$ cat src/rtl/i2s_tx_sequencer.sv
// I2S transmit sequencer: buffers stereo pairs and shifts them onto SDATA
// using the clock divider's SCLK/LRCLK edge strobes.
module i2s_tx_sequencer #(
  parameter int SAMPLE_W     = 24,
  parameter int SLOTS_PER_CH = 32,
  parameter int BUF_DEPTH    = 2
) (
  input  logic                MCLK,
  input  logic                reset_n,
  input  logic                enable,
  input  logic                next_sclk_fall,
  input  logic                next_lrclk_rise,
  input  logic                next_lrclk_fall,
  input  logic [SAMPLE_W-1:0] sample_l,
  input  logic [SAMPLE_W-1:0] sample_r,
  input  logic                sample_valid,
  output logic                sample_ready,
  output logic                SDATA,
  output logic                underrun,
  output logic [7:0]          underrun_count,
  output logic                active
);

  localparam int PAIR_W = 2 * SAMPLE_W;
  localparam int PTR_W  = (BUF_DEPTH > 1) ? $clog2(BUF_DEPTH) : 1;
  localparam int OCC_W  = $clog2(BUF_DEPTH + 1);
  localparam int SLOT_W = $clog2(SLOTS_PER_CH);

  localparam logic [OCC_W-1:0]  OCC_FULL  = OCC_W'(BUF_DEPTH);
  localparam logic [OCC_W-1:0]  OCC_ONE   = OCC_W'(1);
  localparam logic [OCC_W-1:0]  OCC_ZERO  = {OCC_W{1'b0}};
  localparam logic [PTR_W-1:0]  PTR_ZERO  = {PTR_W{1'b0}};
  localparam logic [PTR_W-1:0]  PTR_LAST  = PTR_W'(BUF_DEPTH - 1);
  localparam logic [SLOT_W-1:0] SLOT_ZERO = {SLOT_W{1'b0}};
  localparam logic [SLOT_W-1:0] SLOT_ONE  = SLOT_W'(1);
  localparam logic [SLOT_W-1:0] SLOT_LSB  = SLOT_W'(SAMPLE_W);
  localparam logic [SLOT_W-1:0] SLOT_LAST = SLOT_W'(SLOTS_PER_CH - 1);

  typedef enum logic [1:0] {
    ST_IDLE  = 2'd0,
    ST_SYNC  = 2'd1,
    ST_LEFT  = 2'd2,
    ST_RIGHT = 2'd3
  } state_t;

  state_t                state_r, state_s;
  logic [PAIR_W-1:0]     fifo_mem_r [BUF_DEPTH];
  logic [PTR_W-1:0]      wr_ptr_r, wr_ptr_s, rd_ptr_r, rd_ptr_s;
  logic [OCC_W-1:0]      occ_r, occ_s;
  logic                  push_s, pop_s, load_s, chan_start_s;
  logic [PAIR_W-1:0]     head_s;
  logic [SAMPLE_W-1:0]   shift_l_r, shift_l_s, shift_r_r, shift_r_s;
  logic [SLOT_W-1:0]     slot_r, slot_s, cur_slot_s;
  logic                  sdata_r, sdata_s;
  logic                  ready_r, und_r, und_s, active_r;
  logic [7:0]            und_cnt_r, und_cnt_s;

  function automatic logic [PTR_W-1:0] ptr_inc(input logic [PTR_W-1:0] ptr);
    if (ptr == PTR_LAST) begin
      ptr_inc = PTR_ZERO;
    end else begin
      ptr_inc = ptr + PTR_W'(1);
    end
  endfunction

  assign head_s         = fifo_mem_r[rd_ptr_r];
  assign sample_ready   = ready_r;
  assign SDATA          = sdata_r;
  assign underrun       = und_r;
  assign underrun_count = und_cnt_r;
  assign active         = active_r;

  // Channel sequencing: state transitions, frame loads and slot-driven serialisation.
  always_comb begin
    state_s      = state_r;
    load_s       = 1'b0;
    chan_start_s = 1'b0;
    pop_s        = 1'b0;
    shift_l_s    = shift_l_r;
    shift_r_s    = shift_r_r;
    slot_s       = slot_r;
    cur_slot_s   = slot_r;
    sdata_s      = sdata_r;
    und_s        = 1'b0;
    und_cnt_s    = und_cnt_r;
    if (!enable) begin
      state_s = ST_IDLE;
      sdata_s = 1'b0;
      slot_s  = SLOT_ZERO;
    end else begin
      case (state_r)
        ST_IDLE: begin
          state_s = ST_SYNC;
          sdata_s = 1'b0;
        end
        ST_SYNC: begin
          sdata_s = 1'b0;
          if (next_lrclk_fall) begin
            state_s = ST_LEFT;
            load_s  = 1'b1;
          end else begin
            state_s = ST_SYNC;
          end
        end
        ST_LEFT: begin
          if (next_lrclk_rise) begin
            state_s      = ST_RIGHT;
            chan_start_s = 1'b1;
          end else begin
            state_s = ST_LEFT;
          end
        end
        ST_RIGHT: begin
          if (next_lrclk_fall) begin
            state_s = ST_LEFT;
            load_s  = 1'b1;
          end else begin
            state_s = ST_RIGHT;
          end
        end
        default: begin
          state_s = ST_IDLE;
          sdata_s = 1'b0;
        end
      endcase

      // A left frame always takes a whole pair; an empty buffer sends silence.
      if (load_s) begin
        chan_start_s = 1'b1;
        if (occ_r != OCC_ZERO) begin
          pop_s     = 1'b1;
          shift_l_s = head_s[PAIR_W-1:SAMPLE_W];
          shift_r_s = head_s[SAMPLE_W-1:0];
        end else begin
          shift_l_s = {SAMPLE_W{1'b0}};
          shift_r_s = {SAMPLE_W{1'b0}};
          und_s     = 1'b1;
          und_cnt_s = (und_cnt_r != 8'hFF) ? (und_cnt_r + 8'd1) : und_cnt_r;
        end
      end else begin
        pop_s = 1'b0;
      end

      if ((state_s == ST_LEFT) || (state_s == ST_RIGHT)) begin
        cur_slot_s = chan_start_s ? SLOT_ZERO : slot_r;
        slot_s     = cur_slot_s;
        if (next_sclk_fall) begin
          if ((cur_slot_s >= SLOT_ONE) && (cur_slot_s <= SLOT_LSB)) begin
            if (state_s == ST_LEFT) begin
              sdata_s   = shift_l_s[SAMPLE_W-1];
              shift_l_s = {shift_l_s[SAMPLE_W-2:0], 1'b0};
            end else begin
              sdata_s   = shift_r_s[SAMPLE_W-1];
              shift_r_s = {shift_r_s[SAMPLE_W-2:0], 1'b0};
            end
          end else begin
            sdata_s = 1'b0;
          end
          slot_s = (cur_slot_s == SLOT_LAST) ? SLOT_LAST : (cur_slot_s + SLOT_ONE);
        end else begin
          slot_s = cur_slot_s;
        end
      end else begin
        slot_s = SLOT_ZERO;
      end
    end
  end

  // Pair buffer bookkeeping; disabling flushes it.
  always_comb begin
    push_s   = 1'b0;
    wr_ptr_s = wr_ptr_r;
    rd_ptr_s = rd_ptr_r;
    occ_s    = occ_r;
    if (!enable) begin
      wr_ptr_s = PTR_ZERO;
      rd_ptr_s = PTR_ZERO;
      occ_s    = OCC_ZERO;
    end else begin
      push_s   = sample_valid && ready_r && (occ_r != OCC_FULL);
      wr_ptr_s = push_s ? ptr_inc(wr_ptr_r) : wr_ptr_r;
      rd_ptr_s = pop_s ? ptr_inc(rd_ptr_r) : rd_ptr_r;
      case ({push_s, pop_s})
        2'b10:   occ_s = occ_r + OCC_ONE;
        2'b01:   occ_s = occ_r - OCC_ONE;
        default: occ_s = occ_r;
      endcase
    end
  end

  // State, datapath and registered outputs.
  always_ff @(posedge MCLK or negedge reset_n) begin
    if (!reset_n) begin
      state_r   <= ST_IDLE;
      wr_ptr_r  <= PTR_ZERO;
      rd_ptr_r  <= PTR_ZERO;
      occ_r     <= OCC_ZERO;
      shift_l_r <= {SAMPLE_W{1'b0}};
      shift_r_r <= {SAMPLE_W{1'b0}};
      slot_r    <= SLOT_ZERO;
      sdata_r   <= 1'b0;
      ready_r   <= 1'b0;
      und_r     <= 1'b0;
      und_cnt_r <= 8'd0;
      active_r  <= 1'b0;
      for (int i = 0; i < BUF_DEPTH; i++) begin
        fifo_mem_r[i] <= {PAIR_W{1'b0}};
      end
    end else begin
      state_r   <= state_s;
      wr_ptr_r  <= wr_ptr_s;
      rd_ptr_r  <= rd_ptr_s;
      occ_r     <= occ_s;
      shift_l_r <= shift_l_s;
      shift_r_r <= shift_r_s;
      slot_r    <= slot_s;
      sdata_r   <= sdata_s;
      ready_r   <= enable && (occ_s != OCC_FULL);
      und_r     <= und_s;
      und_cnt_r <= und_cnt_s;
      active_r  <= (state_s == ST_LEFT) || (state_s == ST_RIGHT);
      if (push_s) begin
        fifo_mem_r[wr_ptr_r] <= {sample_l, sample_r};
      end
    end
  end

endmodule

$ cat config.mk
export PLATFORM = sky130hd
export DESIGN_NAME = i2s_tx_sequencer
export DESIGN_NICKNAME = d
export VERILOG_FILES = /design/src/rtl/i2s_tx_sequencer.sv
export SDC_FILE = /design/constraint.sdc
export NUM_CORES = 1
export LEC_CHECK = 0
export CAP_MARGIN = 20
export CORE_AREA = 5 5 128 160
export CTS_BUF_LIST = sky130_fd_sc_hd__clkbuf_16
export DETAILED_ROUTE_END_ITERATION = 8
export DIE_AREA = 0 0 133 165
export DONT_BUFFER_PORTS = 1
export HOLD_SLACK_MARGIN = 0.12
export PLACE_DENSITY = 0.61
export SETUP_SLACK_MARGIN = 0.4
export SYNTH_ARGS = -nofsm -noshare
export SYNTH_HDL_FRONTEND = slang
export SYNTH_SLANG_ARGS = --single-unit
$ cat constraint.sdc
create_clock -name MCLK -period 3.16 [get_ports MCLK]
set_input_delay 0.474 -clock MCLK [delete_from_list [all_inputs] [get_ports MCLK]]
set_output_delay 0.474 -clock MCLK [all_outputs]
set_load 0.005 [all_outputs]
-- Word-level counts from Yosys, hierarchy flattened
Cells that the tools add are included.
- output and inout port bits: 12
- input port bits: 55
- register bits: 167
- $add $sub $neg: 6
- bitwise gates (word level): 3
- multiplexer cells: 57
- $lt $le $gt $ge: 5
- reduce and logical (&&, ||, !) cells: 12
- equal/unequal tests: 15
- operators with widths (operator ; count):
    2-to-1 mux 24 bit ; 12
    2-to-1 mux 48 bit ; 4
    bitwise mux 96 bit ; 1
    demux 48 bit (select 1 bit) ; 1
    2-to-1 mux 1 bit ; 28
    2-to-1 mux 5 bit ; 5
    == test 2 bit, second input constant ; 7
    adder 8 x 1 -> 8 bit, second input constant ; 1
    2-to-1 mux 2 bit ; 4
    != test 8 bit, second input constant ; 1
    one-hot mux 2 bit (4 select lines) ; 1
    adder 5 x 1 -> 5 bit, second input constant ; 1
    == test 5 bit, second input constant ; 1
    >= comparator 5 x 1 -> 1 bit, second input constant ; 1
    <= comparator 5 bit, second input constant ; 1
    logical AND 1 bit ; 5
    == test 2 x 1 -> 1 bit, second input constant ; 2
    >= comparator 2 bit, second input constant ; 2
    != test 2 x 1 -> 1 bit, second input constant ; 2
    != test 2 bit, second input constant ; 2
    inverter 1 -> 2 bit ; 2
    one-hot mux 2 bit (2 select lines) ; 1
    AND reduction 4 bit ; 1
    OR reduction 2 bit ; 2
    other kinds (8) ; 10

-- Logic depth before layout (Yosys ltp)
- depth after elaboration: 13
- depth in mapped cells: 12
- gate-level depth less buffers: 9

-- Least setup slack after synthesis
No wires, ideal clock.
- path kind: input-to-reg
- from: input next_lrclk_fall
- to: register shift_l_r[3]
- data arrival time: 2.144 ns
- stages on the path: 10
- buffers on the path: 2
- required time: 3.034 ns
- setup slack: 0.890 ns
- path through: and2_1 -> a31oi_1 -> nand2_1 -> ha_1 -> inv_1 -> o21ai_2 -> and4_2 -> buf_2 -> buf_4 -> a221o_1
- longest elaborated chain between the ends: 11
- elaborated cells between the ends (all ways): 21
- RTL lines (element ; line ; source):
    start: declaration ; 13 ; input logic next_lrclk_fall,
    2-to-1 mux 1 bit ; 98, 114 ;
    2-to-1 mux 1 bit ; -- ;
    2-to-1 mux 1 bit ; 86 ; if (!enable) begin
    2-to-1 mux 1 bit ; 128 ; if (load_s) begin
    2-to-1 mux 1 bit ; 86 ;
    2-to-1 mux 5 bit ; 145 ; cur_slot_s = chan_start_s ? SLOT_ZERO : slot_r;
    >= comparator 5 x 1 -> 1 bit or <= comparator 5 bit (tied branches) ; 148 ; if ((cur_slot_s >= SLOT_ONE) && (cur_slot_s <= SLOT_LSB)) begin
    logical AND 1 bit ; 148 ;
    2-to-1 mux 24 bit ; 148 ;
    2-to-1 mux 24 bit ; 147 ; if (next_sclk_fall) begin
    2-to-1 mux 24 bit * ; 144 ; if ((state_s == ST_LEFT) || (state_s == ST_RIGHT)) begin
    end signal: assignment ; 198 ; shift_l_r <= {SAMPLE_W{1'b0}};
    end signal: assignment ; 214 ; shift_l_r <= shift_l_s;
    end: declaration ; 52 ; logic [SAMPLE_W-1:0] shift_l_r, shift_l_s, shift_r_r, shift_r_s;
Every way passes the cells marked *; elsewhere a longest branch is shown, timed or not. The select of a mux whose other input is x is not followed.
A chain may end at the register's enable or synchronous reset.

-- Worst setup path after layout
- from: register state_r[0]
- to: register shift_l_r[3]
- longest elaborated chain between the ends: 12
- elaborated cells between the ends (all ways): 24
- RTL lines (element ; line ; source):
    start: declaration ; 46 ; state_t state_r, state_s;
    start signal: assignment ; 210 ; state_r <= state_s;
    == test 2 bit or == test 2 x 1 -> 1 bit (tied branches) ; 91 ; case (state_r)
    OR reduction 2 bit (no source line) ; -- ;
    2-to-1 mux 1 bit ; -- ;
    2-to-1 mux 1 bit ; 86 ;
    2-to-1 mux 1 bit ; 128 ;
    2-to-1 mux 1 bit ; 86 ;
    2-to-1 mux 5 bit ; 145 ;
    >= comparator 5 x 1 -> 1 bit or <= comparator 5 bit (tied branches) ; 148 ;
    logical AND 1 bit ; 148 ;
    2-to-1 mux 24 bit ; 148 ;
    2-to-1 mux 24 bit ; 147 ;
    2-to-1 mux 24 bit * ; 144 ;
Marks and branches as above.

==> run_results.csv <==
group,metric,value,unit
run_status,result_of_the_run,"finished with violations",
run_status,failing_checks,"hold timing",
synthesis,synthesis.area,0.00795,sq mm
pwr,total_power,0.00623,W
worst_setup_path,end_kind,"flop",
sta,fin_crit,2.46,ns
sta,finalSetupViolCount,0,
sta,hold_violations,166,
cts,h_tree_levels,4,
synthesis,synth_top_area_share,52.3,%
worst_setup_path,r2r_start,"state_r[0]",
sta,worst_pin_slew,0.931,ns
final_layout,final_standard_cell_utilization_of_the_core,46.4,%
worst_setup_path,crit_path_max_fanout,24,
worst_setup_path,reg2reg_depth,9,
synthesis,ys_ff_latch,166,
worst_setup_path,crit_arrival,2.77,ns
pwr,vdd_drop_max,431,uV
final_layout,post_route_cells_drive_above_1_share,20.4,%
job,max_cap_viol_count,0,
cts,clock_path_buffers,2,
worst_hold_path,holdCritPathClass,"in2async",
synthesis,netlist_instances,687,
cts,worst_skew_pair.late_latency,0.42,ns
worst_setup_path,reg2reg_setup_slack,0.70,ns
routing,detailedRoute.firstIterationViolations,282,
final_layout,num_antenna_cells,0,
pwr,power_density,718,mW/mm^2
synthesis,synth.cells.most_frequent,"sky130_fd_sc_hd__dfrtp_1 (166), sky130_fd_sc_hd__nor2_1 (101), sky130_fd_sc_hd__mux2_2 (76), sky130_fd_sc_hd__nand2_1 (65), sky130_fd_sc_hd__mux2i_1 (48)",
routing,route.detailed.drc,0,
floorplan,design.portCount,67,
routing,dr_total_vias,5120,
floorplan,start_util,42.5,%
sta,timing_max_transition_violations_final,0,
global_route,grt.total_usage,16.1,%
worst_setup_path,timing_worst_setup_path_type,"reg2reg",
synthesis,sequential_fraction_of_the_synthesis_area,52.3,%
synthesis,post_synth_main_area_contributors,"sky130_fd_sc_hd__dfrtp_1 (52%), sky130_fd_sc_hd__mux2_2 (11%), sky130_fd_sc_hd__mux2i_1 (6.0%)",
cts,cts_sinks,166,
synthesis,ys_warn_count,0,
place,globalplace.congestion,0.744,
sta,final_min_period_over_clock_period,77.9,%
worst_setup_path,crit_required,3.46,ns
floorplan,fp.dieH,165,microns
floorplan,floorplan.core_area,0.0187,sq mm
synthesis,synth_async_sr_flop_share,100,%
sta,fmax,406,MHz
sta,timing.clock.skew,0.0127,ns
synthesis,yosys_most_used_dff,"sky130_fd_sc_hd__dfrtp_1",
synthesis,synth-edff-count,0,
routing,drt_first_pass_iters,5,
sta,slew-limit-headroom,37.8,%
final_layout,nNetsFinal,729,
synthesis,syn_area_per_cell,11.6,sq um
routing,wl_per_cell,18.1,microns
global_route,grt_pass1_vias,5512,
global_route,grt_first_pass_wirelength,28.3,mm
synthesis,syn_nets,745,
synthesis,netlist-cell-type-count,53,
global_route,grt.overflow.total,0,
sta,rsz0062_at_grt,"false",
pwr,total_leakage_power,3.75,nW
floorplan,die_w,133,microns
place,io_buffer_count,0,
cts,worst_setup_hold_path_clk_slew,0.06,ns
synthesis,library_cell_with_the_highest_instance_count_after_synthesis,"sky130_fd_sc_hd__dfrtp_1",
cts,numCtsBuffers,17,
global_route,antenna_violations_before_repair,0,
routing,route.antenna.remaining_nets,0,
worst_setup_path,timing.critical_path.from_type,"flop",
sta,setup_total_negative_slack,0,ns
floorplan,num_rows,56,
place,hpwlAfterDp,10.6,mm
floorplan,die_outline_area,0.0219,sq mm
cts,post_cts.repair.setup_buffers,0,
cts,post_cts.resized_instances,0,
cts,root_buffer,"sky130_fd_sc_hd__clkbuf_16",
routing,avgViaCountPerCell,5.60,
sta,holdWs,-0.244,ns
final_layout,p_r_area_growth_vs_syn,9.29,%
global_route,pin_count_of_the_biggest_net_entering_global_routing,167,
synthesis,synth_area_leader_cell,"sky130_fd_sc_hd__dfrtp_1",
routing,route.final.wire_length,16.6,mm
worst_setup_path,setup.worst_path.start,"state_r[0]",
cts,cts_tree,"done",
[critical path: stages (launching register included)]
cell and delay, ns:
sky130_fd_sc_hd__dfrtp_1 0.48, sky130_fd_sc_hd__and2_1 0.26, sky130_fd_sc_hd__a31oi_1 0.12, sky130_fd_sc_hd__nand2_1 0.15, sky130_fd_sc_hd__ha_1 0.15, sky130_fd_sc_hd__inv_1 0.04
sky130_fd_sc_hd__o21ai_2 0.16, sky130_fd_sc_hd__and4_2 0.56, sky130_fd_sc_hd__nor2_1 0.12, sky130_fd_sc_hd__a221o_1 0.28
[registers in the layout, summed over array words and instances, names as in the netlist, 2 cells and up]
register        flops
fifo_mem_r         96
shift_r_r          24
underrun_count      8
occ_r               2
slot_r              5
shift_l_r          24
[final cells by class]
| cell class | instances | area (sq um) |
|---|---|---|
| Clock buffer | 17 | 425 |
| Clock inverter | 14 | 209 |
| Fill cell | 1721 | 10000 |
| Inverter | 9 | 33.8 |
| Multi-Input combinational cell | 466 | 3460 |
| Sequential cell | 166 | 4160 |
| Tap cell | 232 | 290 |
| Timing Repair Buffer | 11 | 108 |
[kinds of logic after synthesis]
family	count (synthesis)	synth area share (%)
AO/OA/AOI/OAI	116	11.9
XOR/XNOR	12	1.32
adder cells (fa/ha/maj)	3	0.472
buffers and inverters	55	4.33
flip-flops	166	52.3
multiplexers	144	19.6
AND/OR/NAND/NOR	191	10.0
[metal layers]
metal	GRT usage, %	share of wire (%)	vias up
met4	6.10	1.9	0
met1	18.7	41	2592
li1	-	-	2406
met5	0	0	-
met3	4.30	4.9	24
met2	28.5	53	98
[placed cells by master, fill, tap and decap left out, types with 2 or more instances in the layout]
cell / netlist / routed
sky130_fd_sc_hd__ha_1: 3 / 3
sky130_fd_sc_hd__nand3_1: 3 / 2
sky130_fd_sc_hd__bufinv_16: 0 / 5
sky130_fd_sc_hd__nand3_2: 1 / 2
sky130_fd_sc_hd__o21ai_0: 4 / 4
sky130_fd_sc_hd__nor2_1: 101 / 101
sky130_fd_sc_hd__buf_12: 0 / 2
sky130_fd_sc_hd__buf_4: 7 / 9
sky130_fd_sc_hd__xor2_1: 6 / 6
sky130_fd_sc_hd__mux2_2: 76 / 76
sky130_fd_sc_hd__xnor2_1: 6 / 6
sky130_fd_sc_hd__nand2_1: 65 / 65
sky130_fd_sc_hd__nand4_1: 2 / 2
sky130_fd_sc_hd__o211ai_1: 2 / 2
sky130_fd_sc_hd__mux2i_1: 48 / 48
sky130_fd_sc_hd__a31oi_1: 3 / 3
sky130_fd_sc_hd__clkinvlp_4: 0 / 5
sky130_fd_sc_hd__nor3_1: 5 / 5
sky130_fd_sc_hd__a2bb2oi_1: 2 / 2
sky130_fd_sc_hd__a21oi_1: 27 / 27
sky130_fd_sc_hd__a211oi_1: 2 / 2
sky130_fd_sc_hd__o221ai_2: 10 / 10
sky130_fd_sc_hd__inv_1: 7 / 8
sky130_fd_sc_hd__inv_2: 2 / 2
sky130_fd_sc_hd__dfrtp_1: 166 / 165
sky130_fd_sc_hd__and4_2: 2 / 2
sky130_fd_sc_hd__o2bb2ai_1: 24 / 24
sky130_fd_sc_hd__a211o_1: 19 / 19
sky130_fd_sc_hd__o21ai_2: 1 / 2
sky130_fd_sc_hd__clkbuf_16: 0 / 17
sky130_fd_sc_hd__o221ai_1: 14 / 14
sky130_fd_sc_hd__and2_1: 2 / 2
sky130_fd_sc_hd__mux2_1: 20 / 20
[report_power, final]
group / internal [W] / switching (W) / total [W]
registers: 0.00269 / 0.000332 / 0.00302
clock network: 0.00139 / 0.000823 / 0.00221
logic: 0.000587 / 0.000410 / 0.000997
total: 0.00467 / 0.00156 / 0.00623
[path summary, 6_finish.rpt]
kind / endpoint
min in group MCLK: slot_r[0]
max in group asynchronous: rd_ptr_r
worst max register to register: shift_l_r[3]
worst min register to register: fifo_mem_r[77]
worst min-delay path: fifo_mem_r[9]
worst max-delay path: shift_l_r[3]
[per-stage QoR]
| step | setup slack [ns] | cell area (sq um) | cells |
|---|---|---|---|
| floorplan | 0.890 | 7950 | 687 |
| global placement | 0.835 | 8050 | 884 |
| detailed placement | 0.730 | 8050 | 884 |
| CTS | 0.679 | 8690 | 915 |
| global route | 0.451 | 8690 | 915 |
| finish | 0.697 | 8690 | 915 |
Power figures use the tool's default switching activity.
